File: src/rtl/mult_hilo_unit.sv
// mult_hilo_unit: HI/LO register file and sequencer around a pipelined unsigned 32x32 multiplier.
// Signed operands are reduced to magnitudes; the sign is restored after the multiplier latency.
module mult_hilo_unit #(
    parameter int MUL_LATENCY = 2
) (
    input  logic        clk,
    input  logic        rst_n,
    input  logic        start,
    input  logic [1:0]  op,
    input  logic [31:0] a,
    input  logic [31:0] b,
    output logic        busy,
    output logic        done,
    output logic [31:0] mul_a,
    output logic [31:0] mul_b,
    input  logic [63:0] mul_r,
    input  logic        wr_hi,
    input  logic        wr_lo,
    input  logic [31:0] wr_data,
    output logic [31:0] hi,
    output logic [31:0] lo
);
    localparam int CW = $clog2(MUL_LATENCY + 1);

    typedef enum logic {IDLE, WAIT} state_t;

    state_t         state_q;
    logic [CW-1:0]  cnt_q;
    logic           neg_q, acc_q, busy_q, done_q;
    logic [31:0]    mul_a_q, mul_b_q, hi_q, lo_q;
    logic [31:0]    mag_a, mag_b;
    logic [63:0]    prod, hilo_d;

    always_comb begin
        mag_a  = (op[0] && a[31]) ? -a : a;
        mag_b  = (op[0] && b[31]) ? -b : b;
        prod   = neg_q ? -mul_r : mul_r;
        hilo_d = acc_q ? {hi_q, lo_q} + prod : prod;
    end

    // MT writes share the idle cycle with an accepted start, so they become the accumulate base.
    always_ff @(posedge clk or negedge rst_n) begin
        if (!rst_n) begin
            state_q <= IDLE;
            cnt_q   <= '0;
            neg_q   <= 1'b0;
            acc_q   <= 1'b0;
            busy_q  <= 1'b0;
            done_q  <= 1'b0;
            mul_a_q <= '0;
            mul_b_q <= '0;
            hi_q    <= '0;
            lo_q    <= '0;
        end else begin
            done_q <= 1'b0;
            if (state_q == IDLE) begin
                if (start) begin
                    mul_a_q <= mag_a;
                    mul_b_q <= mag_b;
                    neg_q   <= op[0] & (a[31] ^ b[31]);
                    acc_q   <= op[1];
                    cnt_q   <= CW'(MUL_LATENCY);
                    busy_q  <= 1'b1;
                    state_q <= WAIT;
                end
                if (wr_hi) hi_q <= wr_data;
                if (wr_lo) lo_q <= wr_data;
            end else if (cnt_q == '0) begin
                {hi_q, lo_q} <= hilo_d;
                busy_q  <= 1'b0;
                done_q  <= 1'b1;
                state_q <= IDLE;
            end else begin
                cnt_q <= cnt_q - CW'(1);
            end
        end
    end

    assign busy  = busy_q;
    assign done  = done_q;
    assign mul_a = mul_a_q;
    assign mul_b = mul_b_q;
    assign hi    = hi_q;
    assign lo    = lo_q;
endmodule
File: config.mk
export PLATFORM = sky130hd
export DESIGN_NAME = mult_hilo_unit
export DESIGN_NICKNAME = d
export VERILOG_FILES = /design/src/rtl/mult_hilo_unit.sv
export SDC_FILE = /design/constraint.sdc
export NUM_CORES = 1
export LEC_CHECK = 0
export BUFFER_PORTS_ARGS = -buffer_cell sky130_fd_sc_hd__buf_2
export CAP_MARGIN = 20
export CORE_MARGIN = 10
export CORE_UTILIZATION = 25
export DETAILED_ROUTE_END_ITERATION = 6
export GPL_ROUTABILITY_DRIVEN = 0
export GPL_TIMING_DRIVEN = 1
export SYNTH_ARGS = -nofsm -noshare
export SYNTH_HDL_FRONTEND = slang
export SYNTH_SLANG_ARGS = --single-unit
File: constraint.sdc
create_clock -name clk -period 3.6 [get_ports clk]
set_input_delay 1.08 -clock clk [delete_from_list [all_inputs] [get_ports clk]]
set_output_delay 1.08 -clock clk [all_outputs]
set_load 0.01 [all_outputs]
After elaboration in Yosys (flattened, before gate mapping). Cells that the tools add are included.

Register bits: 135. Logic and storage cells: 52. Output and inout bits: 130.

Reductions and logical operators: 11. $add $sub $neg: 5. Mux-type cells: 21. Bitwise gates (word level): 3. Equal/unequal tests: 2.

Operator list (number): 32-bit two-way mux (8); 64-bit two-way mux (2); 64-bit adder (1); 32-bit negator (2); 64-bit negator (1); 2-bit AND reduction (5); 1-bit two-way mux (8); 2-bit two-way mux (3); 2-bit nonzero test (3); 1-bit logical AND (2); 2-bit logical NOT (1); 2-bit by 1-bit != test with 1-bit output (second input constant) (1); 2-bit != test (second input constant) (1); 2-bit by 1-bit subtractor with 2-bit output (second input constant) (1); 1-bit bitwise AND (1); 1-bit inverter (1); 1-bit XOR (1).

Depth between registers and ports, before layout. Gate-level depths: netlist of run 1.

Depth in word-level cells: 6. Gate-level depth with buffers: 21. Depth with buffers taken out: 20.

Least setup slack after synthesis of run 1. Ideal clock, no wire load.

Path type: input to register. Start: input port mul_r[11]. End: register hi_q[31] (netlist: hi[31]). Slack: -1.502 ns. Library setup time: 0.128 ns. Data arrival time: 4.974 ns. Stages on the path: 19. Cells stage by stage: or4_4 nor4_4 nand3_2 or3_4 or2_1 o31ai_1 xnor2_1 ha_1 clkbuf_1 a21o_1 a21o_1 a21oi_1 o31a_1 o21ai_0 mux2i_1 a31oi_1 o311a_1 mux2i_1 nand3_1.

Word-level cells in the longest chain between the ends: 6.

Ends and longest elaborated chain: from (decl) (RTL line 16) `input logic [63:0] mul_r,`; 64-bit negator (RTL line 37) `prod = neg_q ? -mul_r : mul_r;`; 64-bit two-way mux (*) (RTL line 37); 64-bit adder (RTL line 38) `hilo_d = acc_q ? {hi_q, lo_q} + prod : prod;`; 64-bit two-way mux (*) (RTL line 38); 32-bit two-way mux (*) (RTL line 68) `end else if (cnt_q == '0) begin`; 32-bit two-way mux (*) (RTL line 56) `if (state_q == IDLE) begin`; to (signal assigned) (RTL line 66) `if (wr_hi) hi_q <= wr_data;`; to (signal assigned) (RTL line 69) `{hi_q, lo_q} <= hilo_d;`; to (decl) (RTL line 30) `logic [31:0] mul_a_q, mul_b_q, hi_q, lo_q;`.

Mark *: on every way between the ends. The rest lies on a longest branch, timed or not. The select of a mux whose other input is x is not followed. A chain may end at the register's enable or synchronous reset.

Worst setup path in the final report of run 1.
Start: input port mul_r[24]. End: register hi_q[30] (netlist: hi[30]).

The elaborated chain is that of the path after synthesis.

==> results.py, run 1 <==
metrics = {
    "status": {
        "status": "complete, but fails checks",
        "violations": "negative setup slack",
    },
    "floorplan": {
        "die_width_microns": 243,
        "die_y_microns": 243,
        "coreArea_sq_um": 49100,
        "start_util": 0.253,
        "rows": 81,
        "dieArea_sq_um": 58900,
        "ioPinCount": 297,
    },
    "clock_tree": {
        "clk_pin_slew_ns": 0.07,
        "clock-root-buffer": "clkbuf_16",
        "clk_path_buf_depth": 2,
        "cts_buffers": 17,
        "clk-insertion-delay-late_ns": 0.46,
        "hold_buffers": 0,
        "cts_sinks": 135,
        "htreeDepth": 4,
        "cts_tree": "done",
    },
    "critical_path": {
        "cpMaxStageDelayCell": "or4_4",
        "cp_data_arrival_time_ns": 5.18,
        "worstPathMaxFanout": 5,
        "cp_cell_sequence": "buf_2 -> or4_4 -> nor3_4 -> buf_6 -> nand3_4 -> or3_4 -> buf_6 -> o31ai_2 -> xnor2_1 -> ha_1 -> a21oi_1 -> o21ai_2 -> a21o_1 -> a21oi_2 -> nor2_1 -> nor2_2 -> a31oi_2 -> a311o_1 -> a211oi_2 -> o21ai_1",
        "critPathTopFamily": "compound AO/OA/AOI/OAI gates",
        "cpMostUsedCell": "buf_6",
        "crit_path_max_incr_delay_ns": 0.56,
        "critPathBufInv": 3,
        "start_kind": "input port",
        "cp.required_ns": 3.95,
        "path_class": "in -> reg",
        "cp-end-kind": "flop",
    },
    "logic_synthesis": {
        "synth_xor_area_frac": 0.126,
        "synth_top_area_share": 0.272,
        "ys_seq_area_frac": 0.272,
        "synth_top_family_by_area": "compound AO/OA/AOI/OAI gates",
        "yosys-top-cells-area": "dfrtp_1 (27%), xnor2_1 (8.7%), ha_1 (8.2%), nand2_1 (6.5%), o21ai_0 (6.2%)",
        "synth_fa_ha_area_frac": 0.0833,
        "yosys-top-cells-count": "nand2_1 (216), o21ai_0 (154), a21oi_1 (139)",
        "synth_compound_area_frac": 0.279,
        "synth_mux_area_frac": 0.0214,
        "synth_simple_gate_area_share": 0.187,
        "yosysTopAreaCell": "dfrtp_1",
        "yosysMostFrequentCell": "nand2_1",
        "synth_top_flop_cell": "dfrtp_1",
        "synth_edf_count": 0,
        "netlist_area_sq_um": 12400,
        "synth_seq_cells": 135,
        "async_reset_ff_frac": 1.00,
        "postSynthCellCount": 1568,
        "syn_avg_cell_area_sq_um": 7.91,
        "yosysWarnings": 0,
        "synth.distinct_cells": 77,
        "synth_nets": 1817,
    },
    "run": {
        "cap_violations": 0,
    },
    "global_route": {
        "grtUsageTotal": 0.195,
        "grt_pass1_wl_microns": 90800,
        "grt_max_degree": 136,
        "overflow": 0,
        "antenna_found_initial": 6,
        "grt_pass1_vias": 15580,
    },
    "cells_and_area": {
        "drive_above_1_share": 0.493,
        "finalNetCount": 2537,
        "diodes": 0,
        "area_growth_pct": 69.8,
    },
    "route": {
        "routedWlPerCell_microns": 20.6,
        "vias_per_cell": 5.17,
        "drc": 0,
        "first_pass_iters": 5,
        "vias": 15339,
        "ant_nets": 0,
        "drtIter0Drc": 1043,
        "drt_wl_total_microns": 61200,
    },
    "timing": {
        "fmax_ghz": 0.207,
        "maxSlewHeadroom": 0.224,
        "finalCriticalPeriod_ns": 4.83,
        "worst_slew_pin_slew_ns": 1.16,
        "slew_viol_final": 0,
        "setup_ws_ns": -1.23,
        "final.setup.tns_ns": -49.44,
        "hold_viol_final": 0,
        "worst_clock_skew_ns": 0.0124,
        "min_period_over_period": 1.34,
        "setup_viol": 56,
        "rsz0062_at_grt": "yes",
    },
    "pwr": {
        "leakage_nw": 9.56,
        "p_clk_frac": 0.066,
        "switching_share": 0.475,
        "p_sw_mw": 12.6,
        "seqPwrFrac": 0.111,
        "power_density_nw_per_um2": 1260,
        "p_int_mw": 13.9,
        "power_mw": 26.5,
        "p_comb_frac": 0.823,
        "ir_drop_mv": 0.545,
    },
    "placement": {
        "numPortBuffers": 296,
        "preCtsSetupSlack_ns": -2.12,
        "dp_hpwl_microns": 46100,
    },
    "min_path": {
        "worstHoldPathType": "reg -> reg",
    },
}
power by group through the flow:
| stage | sequential (mW) | clock (mW) | combinational [mW] |
|---|---|---|---|
| after floorplan | 3.09 | 0 | 9.31 |
| after global placement | 2.88 | 0 | 16.6 |
| after detailed placement | 2.90 | 0 | 16.8 |
| after CTS | 2.91 | 1.79 | 19.3 |
| after global routing | 3.03 | 1.85 | 23.3 |
| final | 2.94 | 1.74 | 21.8 |
final timing paths:
kind / slack, ns / start / to / cells past startpoint
setup reg to reg: -0.29 / neg_q / hi[30] / 15
hold reg to reg: 0.47 / mul_a[9] / mul_a[9] / 2
max in group asynchronous: 2.19 / rst_n / mul_a[13] / 2
setup / recovery: -1.23 / mul_r[24] / hi[30] / 20
hold / removal: 0.47 / mul_a[9] / mul_a[9] / 2
min in group asynchronous: 0.69 / rst_n / lo[21] / 2
state kept, by name, indices dropped and copies added (netlist names):
name,flops
lo,32
done,1
acc_q,1
state_q,1
neg_q,1
mul_b,32
busy,1
mul_a,32
hi,32
cnt_q,2
layout make-up:
| class | instances | area (sq um) |
|---|---|---|
| clock buffer | 18 | 429 |
| clock inverter | 14 | 115 |
| fill | 4770 | 28000 |
| inverter | 29 | 109 |
| multi-input combinational | 1328 | 10800 |
| sequential | 135 | 3380 |
| tap | 664 | 831 |
| timing repair buffer | 777 | 5360 |
routing by layer:
metal | part of all wire | track usage | routed length, microns | vias up
met3 | 0.084 | 0.0591 | 5130 | 142
met1 | 0.40 | 0.233 | 24800 | 7339
li1 | - | - | - | 7154
met4 | 0.045 | 0.0790 | 2780 | 10
met5 | 0.0010 | 0 | 64 | -
met2 | 0.46 | 0.321 | 28400 | 694
cell usage in the layout, fill, tap and decap left out, types with 33 or more instances in the layout:
master   netlist  layout
buf_6          0      59
xnor2_1      123      80
o21ai_1        6      33
ha_1          81      63
buf_4          0     429
a21o_1        51      49
a21oi_1      139      86
dfrtp_1      135     132
nand2_1      216     195
xor2_1        55      47
buf_2          1     287
xnor2_2        0      40
a21oi_2        0      39
nor2_1       126     116
o21ai_0      154     104
per-stage QoR:
| step | std cells | util | hold WS, ns | area (sq um) |
|---|---|---|---|---|
| final | 2965 | 0.429 | 0.475 | 21100 |
| after global routing | 2965 | 0.429 | 0.501 | 21100 |
| after CTS | 2938 | 0.409 | 0.479 | 20000 |
| after global placement | 2855 | 0.364 | 0.452 | 17900 |
| after floorplan | 1568 | - | 0.440 | 12800 |
| after detailed placement | 2855 | 0.364 | 0.469 | 17900 |
repair_timing:
item / CTS / global route
setup buffers: 59 / 34
gates resized for setup: 241 / 154
pin swaps: 191 / 144
setup endpoints to repair: 56 / 59
kinds of logic (layout without fill, tap and decap cells):
logic type / Yosys count / count (layout)
AND/OR/NAND/NOR: 499 / 499
XOR/XNOR: 178 / 178
multiplexers: 26 / 26
buffers and inverters: 105 / 838
adder cells (fa/ha/maj): 82 / 82
AO/OA/AOI/OAI: 543 / 543
flip-flops: 135 / 135
tightest hold or removal path: cells and delay by family, from the launching register on:
kind	cells	cell delay (ns)
flip-flops	1	0.34
AO/OA/AOI/OAI	1	0.06
AND/OR/NAND/NOR	1	0.05
(Power assumes the default switching activity.)
==> inputs of run 2 (changes only) <==
--- a/config.mk
+++ b/config.mk
@@ -17 +17,2 @@
 export SYNTH_SLANG_ARGS = --single-unit
+export TNS_END_PERCENT = 50
==> constraint.sdc (replaced) <==
create_clock -name clk -period 3.6 [get_ports clk]
set_input_delay 0 -clock clk [delete_from_list [all_inputs] [get_ports clk]]
set_output_delay 0 -clock clk [all_outputs]
set_load 0.01 [all_outputs]
==> run 2 against run 1 <==
  * Wire length shrank 1.3%
  * Largest power group unchanged
  * Clock power hardly changed
  * The flow still finishes with violations (negative setup slack)
  * Critical endpoint unchanged
  * Total power decreased by 10%
  * Fmax up 29%
  * Count of clock-buffer cells in the layout is the same
  * Sequential cell count stayed put
  * Utilization is 1.2 points lower
  * Combinational power decreased by 12%
  * Critical path type unchanged
==> results.py, run 2 (synthesis results as in run 1) <==
metrics = {
    "global_route": {
        "overflow": 0,
        "grt_pass1_vias": 15637,
        "antenna_found_initial": 5,
        "grt_max_degree": 133,
        "grtUsageTotal": 0.193,
        "grt_pass1_wl_microns": 89900,
    },
    "pwr": {
        "seqPwrFrac": 0.124,
        "switching_share": 0.481,
        "leakage_nw": 9.27,
        "p_comb_frac": 0.802,
        "power_mw": 23.8,
        "ir_drop_mv": 0.568,
        "p_int_mw": 12.4,
        "power_density_nw_per_um2": 1160,
        "p_clk_frac": 0.073,
        "p_sw_mw": 11.4,
    },
    "placement": {
        "preCtsSetupSlack_ns": -0.989,
        "dp_hpwl_microns": 45300,
        "numPortBuffers": 296,
    },
    "timing": {
        "hold_viol_final": 0,
        "setup_ws_ns": -0.153,
        "maxSlewHeadroom": 0.343,
        "final.setup.tns_ns": -0.418,
        "min_period_over_period": 1.04,
        "rsz0062_at_grt": "yes",
        "finalCriticalPeriod_ns": 3.75,
        "worst_clock_skew_ns": 0.0139,
        "whs_ns": 0.00814,
        "setup_viol": 9,
        "worst_slew_pin_slew_ns": 0.985,
        "slew_viol_final": 0,
        "fmax_ghz": 0.266,
    },
    "cells_and_area": {
        "area_growth_pct": 65.0,
        "drive_above_1_share": 0.410,
        "diodes": 0,
        "finalNetCount": 2543,
        "register_area_sq_um": 3380,
        "final_common_cell": "buf_4",
        "fillers": 4829,
        "multiInputGateArea_sq_um": 10000,
        "postLayoutCoreUtil": 0.417,
        "final_cell_mix": "buf_4 (356), buf_2 (291), nand2_1 (205), dfrtp_1 (132), o21ai_0 (121)",
    },
    "clock_tree": {
        "cts_buffers": 17,
        "clock-root-buffer": "clkbuf_16",
        "clk_path_buf_depth": 2,
        "cts_tree": "done",
        "cts_sinks": 135,
        "clk_pin_slew_ns": 0.07,
        "clk-insertion-delay-late_ns": 0.46,
        "htreeDepth": 4,
    },
    "critical_path": {
        "cpMostUsedCell": "buf_4",
        "rrSetupSlack_ns": -0.07,
        "critPathTopFamily": "compound AO/OA/AOI/OAI gates",
        "path_class": "in -> reg",
        "worstPathMaxFanout": 5,
        "r2r_start": "neg_q",
        "cp_cell_sequence": "buf_6 -> or3_4 -> buf_6 -> nor4_4 -> buf_4 -> nand3_4 -> or2_4 -> o31ai_4 -> xnor2_1 -> ha_1 -> nand2_1 -> o21a_1 -> o21ai_1 -> a31oi_1 -> buf_4 -> o2111ai_4 -> o211ai_1 -> buf_4 -> a31oi_4 -> a311o_1 -> a211oi_2 -> o21ai_1",
        "cp-end-kind": "flop",
        "cpMaxStageDelayCell": "or3_4",
        "critPathBufInv": 5,
        "cp_data_arrival_time_ns": 4.10,
        "crit_path_max_incr_delay_ns": 0.42,
        "cp.required_ns": 3.95,
        "start_kind": "input port",
        "worstSetupStartpoint": "mul_r[5]",
    },
    "floorplan": {
        "ioPinCount": 297,
        "rows": 81,
        "coreArea_sq_um": 49100,
        "dieArea_sq_um": 58900,
        "die_y_microns": 243,
        "start_util": 0.253,
        "die_width_microns": 243,
    },
    "route": {
        "vias": 15288,
        "drt_wl_total_microns": 60300,
        "routedWlPerCell_microns": 20.3,
        "ant_nets": 0,
        "drtIter0Drc": 951,
        "drc": 0,
        "vias_per_cell": 5.15,
        "first_pass_iters": 5,
    },
    "min_path": {
        "min_from": "wr_data[17]",
        "worstHoldPathType": "in -> reg",
    },
    "status": {
        "status": "complete, but fails checks",
        "violations": "negative setup slack",
    },
    "run": {
        "cap_violations": 0,
    },
}
==> run 2: cell count changes in the layout (fill, tap and decap cells not counted), moves of 11 or more <==
| cell | change |
|---|---|
| a21oi_2 | -11 |
| xnor2_1 | +23 |
| ha_1 | +12 |
| buf_6 | -31 |
| xnor2_2 | -20 |
| o21ai_0 | +17 |
| dlygate4sd3_1 | +100 |
| buf_4 | -73 |
| a21oi_1 | +21 |
==> run 2: worst paths after layout <==
check,end,cells past startpoint
min in group asynchronous,lo[16],2
min reg2reg,cnt_q[0],1
max,hi[30],22
max reg2reg,hi[30],17
max in group asynchronous,mul_b[8],3
min,lo[17],3
==> run 2: area by class of cell <==
type                            count  area share
Inverter                           29     0.00532
Clock buffer                       18      0.0215
Multi-Input combinational cell   1328       0.489
Timing Repair Buffer              783       0.273
Tap cell                          664      0.0406
Sequential cell                   135       0.165
Clock inverter                     14     0.00550
==> run 2: worst reg2reg max path, cell delays in order (launching register included) <==
cell and delay [ns]:
dfrtp_2 0.45, buf_8 0.23, buf_8 0.22, o31a_1 0.19, xor2_1 0.20, ha_1 0.30
buf_6 0.15, buf_4 0.13, nand2_1 0.11, nor2_1 0.06, nor2_1 0.27, o2111ai_4 0.17
o211ai_1 0.20, buf_4 0.17, a31oi_4 0.11, a311o_1 0.31, a211oi_2 0.23, o21ai_1 0.08
==> run 2: power by group through the flow <==
stage | Combinational, mW | Clock (mW) | Sequential, mW
after floorplan | 8.99 | 0 | 3.09
final | 19.1 | 1.75 | 2.96
after global routing | 20.6 | 1.86 | 3.06
after detailed placement | 16.1 | 0 | 2.95
after CTS | 17.0 | 1.80 | 2.94
after global placement | 15.9 | 0 | 2.90
==> run 2: repair_timing <==
action / CTS / global route
gates cloned: 0 / 1
endpoints found under the setup margin: 33 / 39
setup buffers: 22 / 32
resized for setup: 86 / 177
endpoints found under the hold margin: 183 / 0
pin swaps: 51 / 88
hold buffers: 100 / 0
==> run 2: metal layers <==
| metal | global-route usage | share of wire |
|---|---|---|
| met1 | 0.226 | 0.40 |
| met2 | 0.317 | 0.46 |
| met3 | 0.0594 | 0.091 |
| met4 | 0.0908 | 0.048 |
| met5 | 0 | 0.0010 |
==> run 2: through the flow <==
stage	std cells	area, sq um
after CTS	2941	19400
after floorplan	1568	12700
after detailed placement	2787	17200
final	2971	20500
after global routing	2971	20500
after global placement	2787	17200
